[config.mk]
export PLATFORM = sky130hd
export DESIGN_NAME = cache_mem_arbiter
export DESIGN_NICKNAME = d
export VERILOG_FILES = /design/src/rtl/cache_mem_arbiter_pkg.sv /design/src/rtl/cache_mem_arbiter_blk_word_counter.sv /design/src/rtl/cache_mem_arbiter.sv
export SDC_FILE = /design/constraint.sdc
export NUM_CORES = 1
export LEC_CHECK = 0
export ABC_AREA = 0
export CORE_UTILIZATION = 33
export CTS_BUF_LIST = sky130_fd_sc_hd__clkbuf_8
export DETAILED_ROUTE_END_ITERATION = 6
export PLACE_DENSITY = 0.85
export SLEW_MARGIN = 10
export SYNTH_ARGS = -nofsm -noshare
export SYNTH_HDL_FRONTEND = slang
export SYNTH_SLANG_ARGS = --single-unit
export TNS_END_PERCENT = 1
[constraint.sdc]
create_clock -name clk -period 2.2 [get_ports clk]
set_input_delay 0.44 -clock clk [delete_from_list [all_inputs] [get_ports clk]]
set_output_delay 0.44 -clock clk [all_outputs]
set_load 0.05 [all_outputs]
[src/rtl/cache_mem_arbiter_pkg.sv]
// Shared definitions for the I/D-cache fill and write-through memory arbiter.
// State encodings and block geometry defaults.
package cache_mem_arbiter_pkg;

  localparam int BLK_WORDS    = 8;
  localparam int BLK_OFFSET_W = 4;

  typedef enum logic [1:0] {
    S_IDLE   = 2'd0,
    S_FILL_I = 2'd1,
    S_FILL_D = 2'd2,
    S_WRITE  = 2'd3
  } state_t;

endpackage

[src/rtl/cache_mem_arbiter_blk_word_counter.sv]
// Word counter for one block transfer: synchronous clear has priority over enable.
// Zero latency on the terminal flag; no backpressure, advances only when enabled.
module blk_word_counter #(
  parameter int W    = 4,
  parameter int TERM = 8
) (
  input  logic         clk,
  input  logic         rst_n,
  input  logic         clr,
  input  logic         en,
  output logic [W-1:0] cnt,
  output logic         done
);

  always_ff @(posedge clk) begin
    if (!rst_n) begin
      cnt <= '0;
    end else if (clr) begin
      cnt <= '0;
    end else if (en) begin
      cnt <= cnt + W'(1);
    end
  end

  assign done = (cnt == W'(TERM));

endmodule

[src/rtl/cache_mem_arbiter.sv]
// Arbitrates I/D-cache block fills and D-cache write-through stores onto one pipelined memory.
// First read 1 cycle after acceptance, 8 reads back-to-back; losers hold their level request until served.
module cache_mem_arbiter
  import cache_mem_arbiter_pkg::*;
#(
  parameter int ADDR_W        = 16,
  parameter int DATA_W        = 16,
  parameter int WORDS_PER_BLK = BLK_WORDS
) (
  input  logic              clk,
  input  logic              rst_n,
  input  logic              i_miss,
  input  logic [ADDR_W-1:0] i_addr,
  output logic              i_grant,
  output logic              i_data_vld,
  input  logic              d_miss,
  input  logic [ADDR_W-1:0] d_addr,
  output logic              d_grant,
  output logic              d_data_vld,
  input  logic              d_wr_req,
  input  logic [ADDR_W-1:0] d_wr_addr,
  input  logic [DATA_W-1:0] d_wr_data,
  output logic              d_wr_ack,
  output logic              mem_en,
  output logic              mem_wr,
  output logic [ADDR_W-1:0] mem_addr,
  output logic [DATA_W-1:0] mem_wdata,
  input  logic [DATA_W-1:0] mem_rdata_in,
  input  logic              mem_vld,
  output logic [DATA_W-1:0] mem_rdata
);

  localparam int                CNT_W     = $clog2(WORDS_PER_BLK) + 1;
  localparam logic [CNT_W-1:0]  LAST_WORD = CNT_W'(WORDS_PER_BLK - 1);
  localparam logic [ADDR_W-1:0] OFS_MASK  = ADDR_W'((1 << BLK_OFFSET_W) - 1);

  state_t            state, state_nxt;
  logic [ADDR_W-1:0] base, base_nxt;
  logic [CNT_W-1:0]  issue_cnt, ret_cnt;
  logic              issue_done, ret_done;
  logic              issue_en, ret_en, cnt_clr;

  always_ff @(posedge clk) begin
    if (!rst_n) begin
      state <= S_IDLE;
      base  <= '0;
    end else begin
      state <= state_nxt;
      base  <= base_nxt;
    end
  end

  always_comb begin
    state_nxt  = state;
    base_nxt   = base;
    issue_en   = 1'b0;
    ret_en     = 1'b0;
    i_grant    = 1'b0;
    d_grant    = 1'b0;
    i_data_vld = 1'b0;
    d_data_vld = 1'b0;
    d_wr_ack   = 1'b0;
    mem_en     = 1'b0;
    mem_wr     = 1'b0;
    mem_addr   = '0;
    mem_wdata  = '0;
    case (state)
      S_IDLE: begin
        if (d_wr_req) begin
          state_nxt = S_WRITE;
        end else if (d_miss) begin
          state_nxt = S_FILL_D;
          base_nxt  = d_addr & ~OFS_MASK;
        end else if (i_miss) begin
          state_nxt = S_FILL_I;
          base_nxt  = i_addr & ~OFS_MASK;
        end
      end
      S_WRITE: begin
        mem_en    = 1'b1;
        mem_wr    = 1'b1;
        mem_addr  = d_wr_addr;
        mem_wdata = d_wr_data;
        d_wr_ack  = 1'b1;
        state_nxt = S_IDLE;
      end
      S_FILL_I, S_FILL_D: begin
        i_grant = (state == S_FILL_I);
        d_grant = (state == S_FILL_D);
        if (!issue_done) begin
          mem_en   = 1'b1;
          issue_en = 1'b1;
          // Word offset is masked into the block so the walk never carries into the tag.
          mem_addr = base | (ADDR_W'({issue_cnt, 1'b0}) & OFS_MASK);
        end
        if (mem_vld && !ret_done) begin
          ret_en     = 1'b1;
          i_data_vld = (state == S_FILL_I);
          d_data_vld = (state == S_FILL_D);
          if (ret_cnt == LAST_WORD) begin
            state_nxt = S_IDLE;
          end
        end
      end
      default: state_nxt = S_IDLE;
    endcase
    cnt_clr = (state_nxt == S_IDLE);
  end

  assign mem_rdata = mem_rdata_in;

  blk_word_counter #(.W(CNT_W), .TERM(WORDS_PER_BLK)) u_issue_cnt (
    .clk   (clk),
    .rst_n (rst_n),
    .clr   (cnt_clr),
    .en    (issue_en),
    .cnt   (issue_cnt),
    .done  (issue_done)
  );

  blk_word_counter #(.W(CNT_W), .TERM(WORDS_PER_BLK)) u_ret_cnt (
    .clk   (clk),
    .rst_n (rst_n),
    .clr   (cnt_clr),
    .en    (ret_en),
    .cnt   (ret_cnt),
    .done  (ret_done)
  );

endmodule
Word-level counts from Yosys, hierarchy flattened:

Cells that the tools add are included.

* multipliers: 0
* reductions and logical operators: 8
* add/subtract/negate cells: 2
* div/mod/pow operators: 0
* eq/ne operators: 6
* multiplexer cells: 23
* shift operators: 0
* bitwise logic cells: 3
* order comparisons: 0

Operators with widths (count)
* 16-bit two-way mux: 4
* 16-bit case mux with 2 select lines: 1
* 16-bit by 4-bit bitwise OR with 16-bit output: 1
* 1-bit two-way mux: 11
* 2-bit two-way mux: 5
* 4-bit by 1-bit adder with 4-bit output, second input constant: 2
* 4-bit equality test, second input constant: 2
* 2-bit case mux with 3 select lines: 1
* 2-bit equality test, second input constant: 2
* 4-bit by 3-bit equality test with 1-bit output, second input constant: 1
* 2-bit zero test: 2
* 2-bit OR reduction: 2
* 3-bit AND reduction: 1
* 2-bit by 1-bit equality test with 1-bit output, second input constant: 1
* 1-bit NOT: 2
* 1-bit case mux with 2 select lines: 1
* 2-bit nonzero test: 1
* 1-bit logical AND: 1
* 1-bit zero test: 1

* flip-flop bits (word level): 26
* bits in latches: 0
* memories: 0
* bits in read-only memories: 0
* bits in writable memories: 0

Longest topological paths before layout:

Gate-level depths: netlist (run 1).

* depth in word-level cells: 7
* depth in mapped cells: 7
* mapped depth without buffers: 6

Modules after synthesis:

A second synthesis (run 1) with hierarchy kept.

* cells, all modules: 189
* area, all modules: 1707.9 um^2

By module, submodules not included
* cache_mem_arbiter: instances 1, seq. area each 280.3 um^2, cells an instance 145, area an instance 1290.0 um^2
* blk_word_counter: instances 2, seq. area each 80.1 um^2, cells an instance 22, area an instance 209.0 um^2

Least setup slack after synthesis (run 1):

OpenSTA, ideal clock, no wires.

* path kind: flip-flop to output port
* start point: reg state[0]
* end point: out mem_addr[10]
* arrival time: 2.037 ns
* stages on the path, launching flop included: 6
* buffers on the path: 2
* path slack: -0.277 ns
* cells stage by stage: dfxtp_1 > ha_1 > nor2b_1 > clkbuf_1 > buf_2 > a22o_1

* longest elaborated chain between the ends: 3
* elaborated cells on any way between the ends: 5

Ends and longest elaborated chain
* start: declaration: RTL line cache_mem_arbiter.sv:37 `state_t state, state_nxt;`
* start signal: assignment: RTL line cache_mem_arbiter.sv:48 `state <= state_nxt;`
* 2-bit by 1-bit equality test with 1-bit output / 2-bit equality test (equally long branches): RTL line cache_mem_arbiter.sv:67 `case (state)`
* 2-bit OR reduction: RTL line cache_mem_arbiter.sv:67
* 16-bit case mux with 2 select lines (*): RTL line cache_mem_arbiter.sv:67
* end: declaration: RTL line cache_mem_arbiter.sv:26 `output logic [ADDR_W-1:0] mem_addr,`

Every way passes the cells marked *; elsewhere a longest branch is shown, timed or not.

Worst setup path after layout (run 1):

* start point: reg u_issue_cnt.cnt[0]
* end point: out mem_addr[10]

* longest elaborated chain between the ends: 3

Ends and longest elaborated chain
* start: declaration: RTL line cache_mem_arbiter_blk_word_counter.sv:11 `output logic [W-1:0] cnt,`
* start signal: assignment: RTL line cache_mem_arbiter_blk_word_counter.sv:21 `cnt <= cnt + W'(1);`
* 4-bit equality test: RTL line cache_mem_arbiter_blk_word_counter.sv:25 `assign done = (cnt == W'(TERM));`
* 16-bit two-way mux: RTL line cache_mem_arbiter.sv:90 `if (!issue_done) begin`
* 16-bit case mux with 2 select lines: RTL line cache_mem_arbiter.sv:67

Every way passes these cells.

==> results of run 1 <==
layout by cell type, fill, tap and decap left out, types with 3 or more instances in the layout:
master           netlist  final
inv_1                  8      5
a211oi_2               8      8
dfxtp_2                0      4
and2_1                19     17
inv_2                  0      3
ha_1                  10      7
clkdlybuf4s50_1        0     61
nor2_1                24     24
buf_12                 0     36
mux2i_1               14     14
nand2_1                6      4
a211oi_1               4      4
clkbuf_8               0      3
buf_4                 20     14
dfxtp_1               22     18
xnor2_1                3      3
a22o_1                14     12
routing by layer:
layer | up-vias | part of all wire
li1 | 805 | -
met4 | 0 | 0.0090
met2 | 88 | 0.50
met3 | 4 | 0.11
met5 | - | 0
met1 | 719 | 0.39
where the power goes:
part	leakage [nW]	switching, mW	internal (mW)	total [mW]
combinational	1.03	0.694	0.663	1.36
clock	0.0357	0.135	0.243	0.378
sequential	0.182	0.0490	0.468	0.517
total	1.25	0.878	1.37	2.25
how the worst min path moves through the flow:
stage	start	endpoint	slack, ns	cells past startpoint
final	u_ret_cnt.cnt[2]	u_ret_cnt.cnt[2]	0.47	2
after global routing	u_ret_cnt.cnt[2]	u_ret_cnt.cnt[2]	0.52	2
after CTS	u_ret_cnt.cnt[2]	u_ret_cnt.cnt[2]	0.47	2
after detailed placement	u_ret_cnt.cnt[2]	u_ret_cnt.cnt[2]	0.46	2
after global placement	u_ret_cnt.cnt[2]	u_ret_cnt.cnt[2]	0.45	2
after floorplan	u_ret_cnt.cnt[2]	u_ret_cnt.cnt[2]	0.44	2
worst max-delay path, delay by kind of cell, from the launching register on:
family                   cells  cell delay, ns
AO/OA/AOI/OAI                2            0.44
adder cells (fa/ha/maj)      1            0.14
buffers and inverters        3            0.38
flip-flops                   1            0.35
AND/OR/NAND/NOR              2            0.13
logic make-up (layout without fill, tap and decap cells):
group	Yosys count	in the layout
compound gates	39	39
mux	14	14
flops	22	22
buf+inv	35	125
fa+ha+maj	10	10
simple gates	60	60
xor+xnor	4	4
state kept, by name, summed over array words and instances (netlist names):
| name | count |
|---|---|
| state | 2 |
| u_ret_cnt.cnt | 4 |
| base | 12 |
| u_issue_cnt.cnt | 4 |
layout make-up:
type                            count  share of cell area
Clock inverter                      1             0.00954
Sequential cell                    22               0.142
Clock buffer                        3              0.0131
Tap cell                           67              0.0266
Multi-Input combinational cell    127               0.336
Inverter                            8             0.00954
Timing Repair Buffer              113               0.464
repair_timing:
action	4_1_cts	5_1_grt
buffers inserted	1	1
hold buffers	0	0
gates resized for setup	17	5
pin swaps	1	3
setup endpoints to repair	16	15
gates cloned	0	0
through the flow:
stage	util	instances	hold WS [ns]	power, mW
final	0.662	341	0.475	2.25
after global routing	0.662	341	0.517	2.38
after CTS	0.658	340	0.471	2.25
after detailed placement	0.626	335	0.458	1.76
after global placement	0.626	335	0.447	1.72
after floorplan	-	184	0.436	1.31
==> impl_metrics.env, run 1 <==
export IMPL_busiest_layer="met2"
export IMPL_cp_required_ns=1.76
export IMPL_drive_gt1_frac=0.321
export IMPL_synth_mux_area_frac=0.0855
export IMPL_antenna_found_initial=0
export IMPL_drt_iter0_drc=27
export IMPL_worst_pin_slew_ns=0.448
export IMPL_grtUsageMet2=0.339
export IMPL_synth_top_family_by_area="compound AO/OA/AOI/OAI gates"
export IMPL_fill_cells=380
export IMPL_cts_buffers=3
export IMPL_pre_cts_slack_ns=0.122
export IMPL_post_dp_cell_area_um2=2980
export IMPL_cts_root_buf="clkbuf_8"
export IMPL_ant_nets=0
export IMPL_slowest_stage="dfxtp_2"
export IMPL_yosys_warnings=0
export IMPL_fin_crit_sh=0.977
export IMPL_grt_pass1_vias=1624
export IMPL_syn_cell_area_um2=1640
export IMPL_ys_flop_type="dfxtp_1"
export IMPL_fin_ws_ns=0.0514
export IMPL_synth_common_cells="24 x nor2_1, 22 x dfxtp_1, 20 x buf_4"
export IMPL_row_count=25
export IMPL_ios=141
export IMPL_maxCapViolCount=0
export IMPL_startpoint_type="register"
export IMPL_grt_max_degree=25
export IMPL_synth_most_common_cell="nor2_1"
export IMPL_hp_class="reg -> reg"
export IMPL_regArea_um2=445
export IMPL_initial_core_util=0.345
export IMPL_syn_area_per_cell_um2=8.91
export IMPL_powerDensity_nw_per_um2=716
export IMPL_hpwl_um=3730
export IMPL_synth_fa_ha_area_frac=0.0763
export IMPL_rsz0062_at_grt="yes"
export IMPL_peakVddDrop_uv=445
export IMPL_yosysTopAreaCell="dfxtp_1"
export IMPL_via_per_inst=4.74
export IMPL_grt_use_met3=0.0542
export IMPL_yosys_area_share_simple=0.193
export IMPL_synth_xor_area_share=0.0214
export IMPL_synth_top_cell_area_share=0.269
export IMPL_setup_viol=0
export IMPL_dieHeight_um=72.5
export IMPL_crit_chain="inv_2, ha_4, nand2_2, o21ai_4, nor2_4, buf_6, a22o_2, buf_12"
export IMPL_r2r_start="state[0]"
export IMPL_status="finished clean"
export IMPL_place_congestion=0.737
export IMPL_drcViolationCount=0
export IMPL_clk_insertion_delay_late_ns=0.26
export IMPL_synth_edff_count=0
export IMPL_period_needed_ns=2.15
export IMPL_ys_types=37
export IMPL_fin_worst_skew_ns=0.00630
export IMPL_netlist_top_cells_area="dfxtp_1 27%, buf_4 9.2%, mux2i_1 8.5%, ha_1 7.6%, a22o_1 7.5%"
export IMPL_crit_end="mem_addr[10]"
export IMPL_vias=1616
export IMPL_crit_path_max_incr_delay_ns=0.35
export IMPL_reg2reg_depth=7
export IMPL_fin_area_um2=3150
export IMPL_synth_compound_area_frac=0.222
export IMPL_grt_pass1_wl_um=7050
export IMPL_wl_um=4580
export IMPL_met1_usage=0.172
export IMPL_synth_seq_area_share=0.269
export IMPL_worstSetupEndpointType="output pin"
export IMPL_die_width_um=72.5
export IMPL_cp_startpoint="u_issue_cnt.cnt[0]"
export IMPL_h_tree_depth=1
export IMPL_syn_to_final_growth_pct=92.0
export IMPL_r2r_end="u_issue_cnt.cnt[0]"
export IMPL_wire_per_inst_um=13.4
export IMPL_fin_nets=371
export IMPL_slew_headroom=0.701
export IMPL_diodes=0
export IMPL_path_max_fanout=12
export IMPL_track_usage=0.173
export IMPL_cts_tree="done"
export IMPL_leakagePower_nw=1.25
export IMPL_crit_type="reg -> out"
export IMPL_syn_instance_count=184
export IMPL_drt_pass1_iterations=4
export IMPL_synthArstFlopShare=0
export IMPL_clock_sinks=22
export IMPL_grt_overflow_total=0
export IMPL_tns_ns=0
export IMPL_arrival_ns=1.71
export IMPL_timing_fmax_ghz=0.465
export IMPL_synth_nets=280
export IMPL_port_buffers=100
export IMPL_finalMaxSlewViolations=0
export IMPL_clk_pin_slew_ns=0.08
export IMPL_finalHoldViolations=0
export IMPL_die_area_um2=5250
export IMPL_clockBufferDepth=2
export IMPL_rrSetupSlack_ns=0.48
export IMPL_core_um2=4750
export IMPL_ys_ff_latch=22
export IMPL_multi_input_area_um2=1060
Note: power is estimated with default switching activity, not from simulation.
==> run 2: changes to the inputs <==
==> constraint.sdc (replaced) <==
create_clock -name clk -period 2.25 [get_ports clk]
set_input_delay 0.45 -clock clk [delete_from_list [all_inputs] [get_ports clk]]
set_output_delay 0.45 -clock clk [all_outputs]
set_load 0.01 [all_outputs]
==> impl_metrics.env, run 2 (same netlist as run 1, synthesis figures left out) <==
export IMPL_timing_fmax_ghz=0.417
export IMPL_clk_pin_slew_ns=0.09
export IMPL_syn_to_final_growth_pct=71.8
export IMPL_antenna_found_initial=0
export IMPL_status="finished with violations"
export IMPL_switching_share=0.331
export IMPL_largest_register="base"
export IMPL_rrSetupSlack_ns=0.55
export IMPL_clk_insertion_delay_late_ns=0.27
export IMPL_fin_worst_skew_ns=0.00770
export IMPL_finalHoldViolations=0
export IMPL_rsz0062_at_grt="yes"
export IMPL_power_internal_mw=1.22
export IMPL_reg_top3="base: 12 flops, u_issue_cnt.cnt: 4 flops, u_ret_cnt.cnt: 4 flops"
export IMPL_setup_viol=2
export IMPL_drcViolationCount=0
export IMPL_wire_per_inst_um=13.2
export IMPL_drt_pass1_iterations=4
export IMPL_grt_overflow_total=0
export IMPL_fin_area_um2=2820
export IMPL_cp_num_buf_inv=3
export IMPL_wl_um=4610
export IMPL_min_from="u_ret_cnt.cnt[2]"
export IMPL_grt_max_degree=25
export IMPL_tns_ns=-0.271
export IMPL_crit_chain="buf_4, ha_1, nor2b_1, buf_4, and2_1, clkdlybuf4s50_1"
export IMPL_via_per_inst=4.69
export IMPL_hp_class="reg -> reg"
export IMPL_crit_path_max_incr_delay_ns=0.52
export IMPL_pre_cts_slack_ns=-0.105
export IMPL_dp_cells=345
export IMPL_post_dp_cell_area_um2=2710
export IMPL_violations="setup timing"
export IMPL_drt_iter0_drc=44
export IMPL_powerDensity_nw_per_um2=646
export IMPL_r2r_end="u_issue_cnt.cnt[0]"
export IMPL_place_congestion=0.772
export IMPL_initial_core_util=0.345
export IMPL_row_count=25
export IMPL_cts_hold_buffers_added=0
export IMPL_p_seq_frac=0.270
export IMPL_die_area_um2=5250
export IMPL_ant_nets=0
export IMPL_maxCapViolCount=0
export IMPL_reg2reg_depth=7
export IMPL_min_to="u_ret_cnt.cnt[2]"
export IMPL_postLayoutCoreUtil=0.592
export IMPL_critical_path_top_delay_family="buffers and inverters"
export IMPL_fin_crit_sh=1.06
export IMPL_p_comb_frac=0.521
export IMPL_grt_pass1_vias=1562
export IMPL_arrival_ns=1.95
export IMPL_layout_cells_most_common_list="66 x clkdlybuf4s50_1, 24 x nor2_1, 21 x dlymetal6s2s_1"
export IMPL_core_um2=4750
export IMPL_fin_nets=380
export IMPL_p_sw_mw=0.602
export IMPL_startpoint_type="register"
export IMPL_die_width_um=72.5
export IMPL_clkPwrFrac=0.210
export IMPL_largest_register_ffs=12
export IMPL_hpwl_um=3530
export IMPL_worstSetupEndpointType="output pin"
export IMPL_port_buffers=100
export IMPL_diodes=0
export IMPL_clock_sinks=22
export IMPL_cts_buffers=3
export IMPL_ios=141
export IMPL_clockBufferDepth=2
export IMPL_slew_headroom=0.695
export IMPL_worst_pin_slew_ns=0.458
export IMPL_finalMaxSlewViolations=0
export IMPL_vias=1642
export IMPL_track_usage=0.171
export IMPL_path_max_fanout=8
export IMPL_r2r_start="state[1]"
export IMPL_h_tree_depth=1
export IMPL_leakagePower_nw=1.52
export IMPL_cts_root_buf="clkbuf_8"
export IMPL_crit_top_cell="buf_4"
export IMPL_period_needed_ns=2.40
export IMPL_cp_required_ns=1.80
export IMPL_drive_gt1_frac=0.191
export IMPL_hold_depth=2
export IMPL_dieHeight_um=72.5
export IMPL_layout_commonest_cell="clkdlybuf4s50_1"
export IMPL_peakVddDrop_uv=781
export IMPL_cts_tree="done"
export IMPL_crit_type="reg -> out"
export IMPL_fin_ws_ns=-0.146
export IMPL_grt_pass1_wl_um=7110
export IMPL_slowest_stage="clkdlybuf4s50_1"
export IMPL_fin_cells=350
[run 2: cell types whose count changed in the layout (fill, tap and decap cells not counted), sizes merged]
cell,previous run,this run
clkdlybuf4s50,61,66
dlymetal6s2s,0,21
dlygate4sd2,0,4
clkbuf,3,10
buf,52,23
clkdlybuf4s15,0,1
[run 2: worst register-to-register path, delay by kind of cell, from the launching register on]
family,cells,cell delay (ns)
adder cells (fa/ha/maj),1,0.17
AND/OR/NAND/NOR,1,0.11
buffers and inverters,2,0.24
AO/OA/AOI/OAI,3,0.72
flip-flops,1,0.34
[run 2: worst max-delay path by stage]
stage	slack [ns]	end	cells past startpoint	startpoint
after global placement	-0.05	i_data_vld	5	mem_vld
final	-0.15	mem_addr[0]	6	state[1]
after floorplan	0.25	mem_addr[10]	7	state[0]
after detailed placement	-0.11	d_data_vld	5	mem_vld
after global routing	-0.27	mem_addr[0]	6	state[1]
after CTS	-0.21	mem_addr[2]	7	state[1]
[run 2: layout make-up]
cell class,instances,area [um^2]
well taps,67,83.8
repair buffers,122,1190
multi-input cells,127,993
clock inverters,1,30.0
inverters,8,30.0
clock buffers,3,41.3
fillers,441,1940
flip-flops and latches,22,444
[run 2: power groups by stage]
stage | Clock, mW | Sequential, mW | Combinational, mW
floorplan | 0 | 0.501 | 0.517
global placement | 0 | 0.492 | 0.922
detailed placement | 0 | 0.495 | 0.944
CTS | 0.388 | 0.485 | 0.948
global route | 0.408 | 0.499 | 1.04
finish | 0.381 | 0.491 | 0.947
[run 2: stage by stage]
stage / total power [mW] / hold WS (ns)
floorplan: 1.02 / 0.436
global placement: 1.41 / 0.443
detailed placement: 1.44 / 0.485
CTS: 1.82 / 0.497
global route: 1.94 / 0.539
finish: 1.82 / 0.497
[run 2: routing by layer]
| metal | global-route usage | share of wire |
|---|---|---|
| met2 | 0.310 | 0.51 |
| met4 | 0.0414 | 0.010 |
| met1 | 0.193 | 0.40 |
| met5 | 0 | 0 |
| met3 | 0.0556 | 0.076 |
[run 2: what timing repair did]
| item | 4_1_cts | 5_1_grt |
|---|---|---|
| gates resized for setup | 15 | 44 |
| pin swaps | 0 | 1 |
| setup buffers | 0 | 1 |
| endpoints found under the setup margin | 27 | 32 |
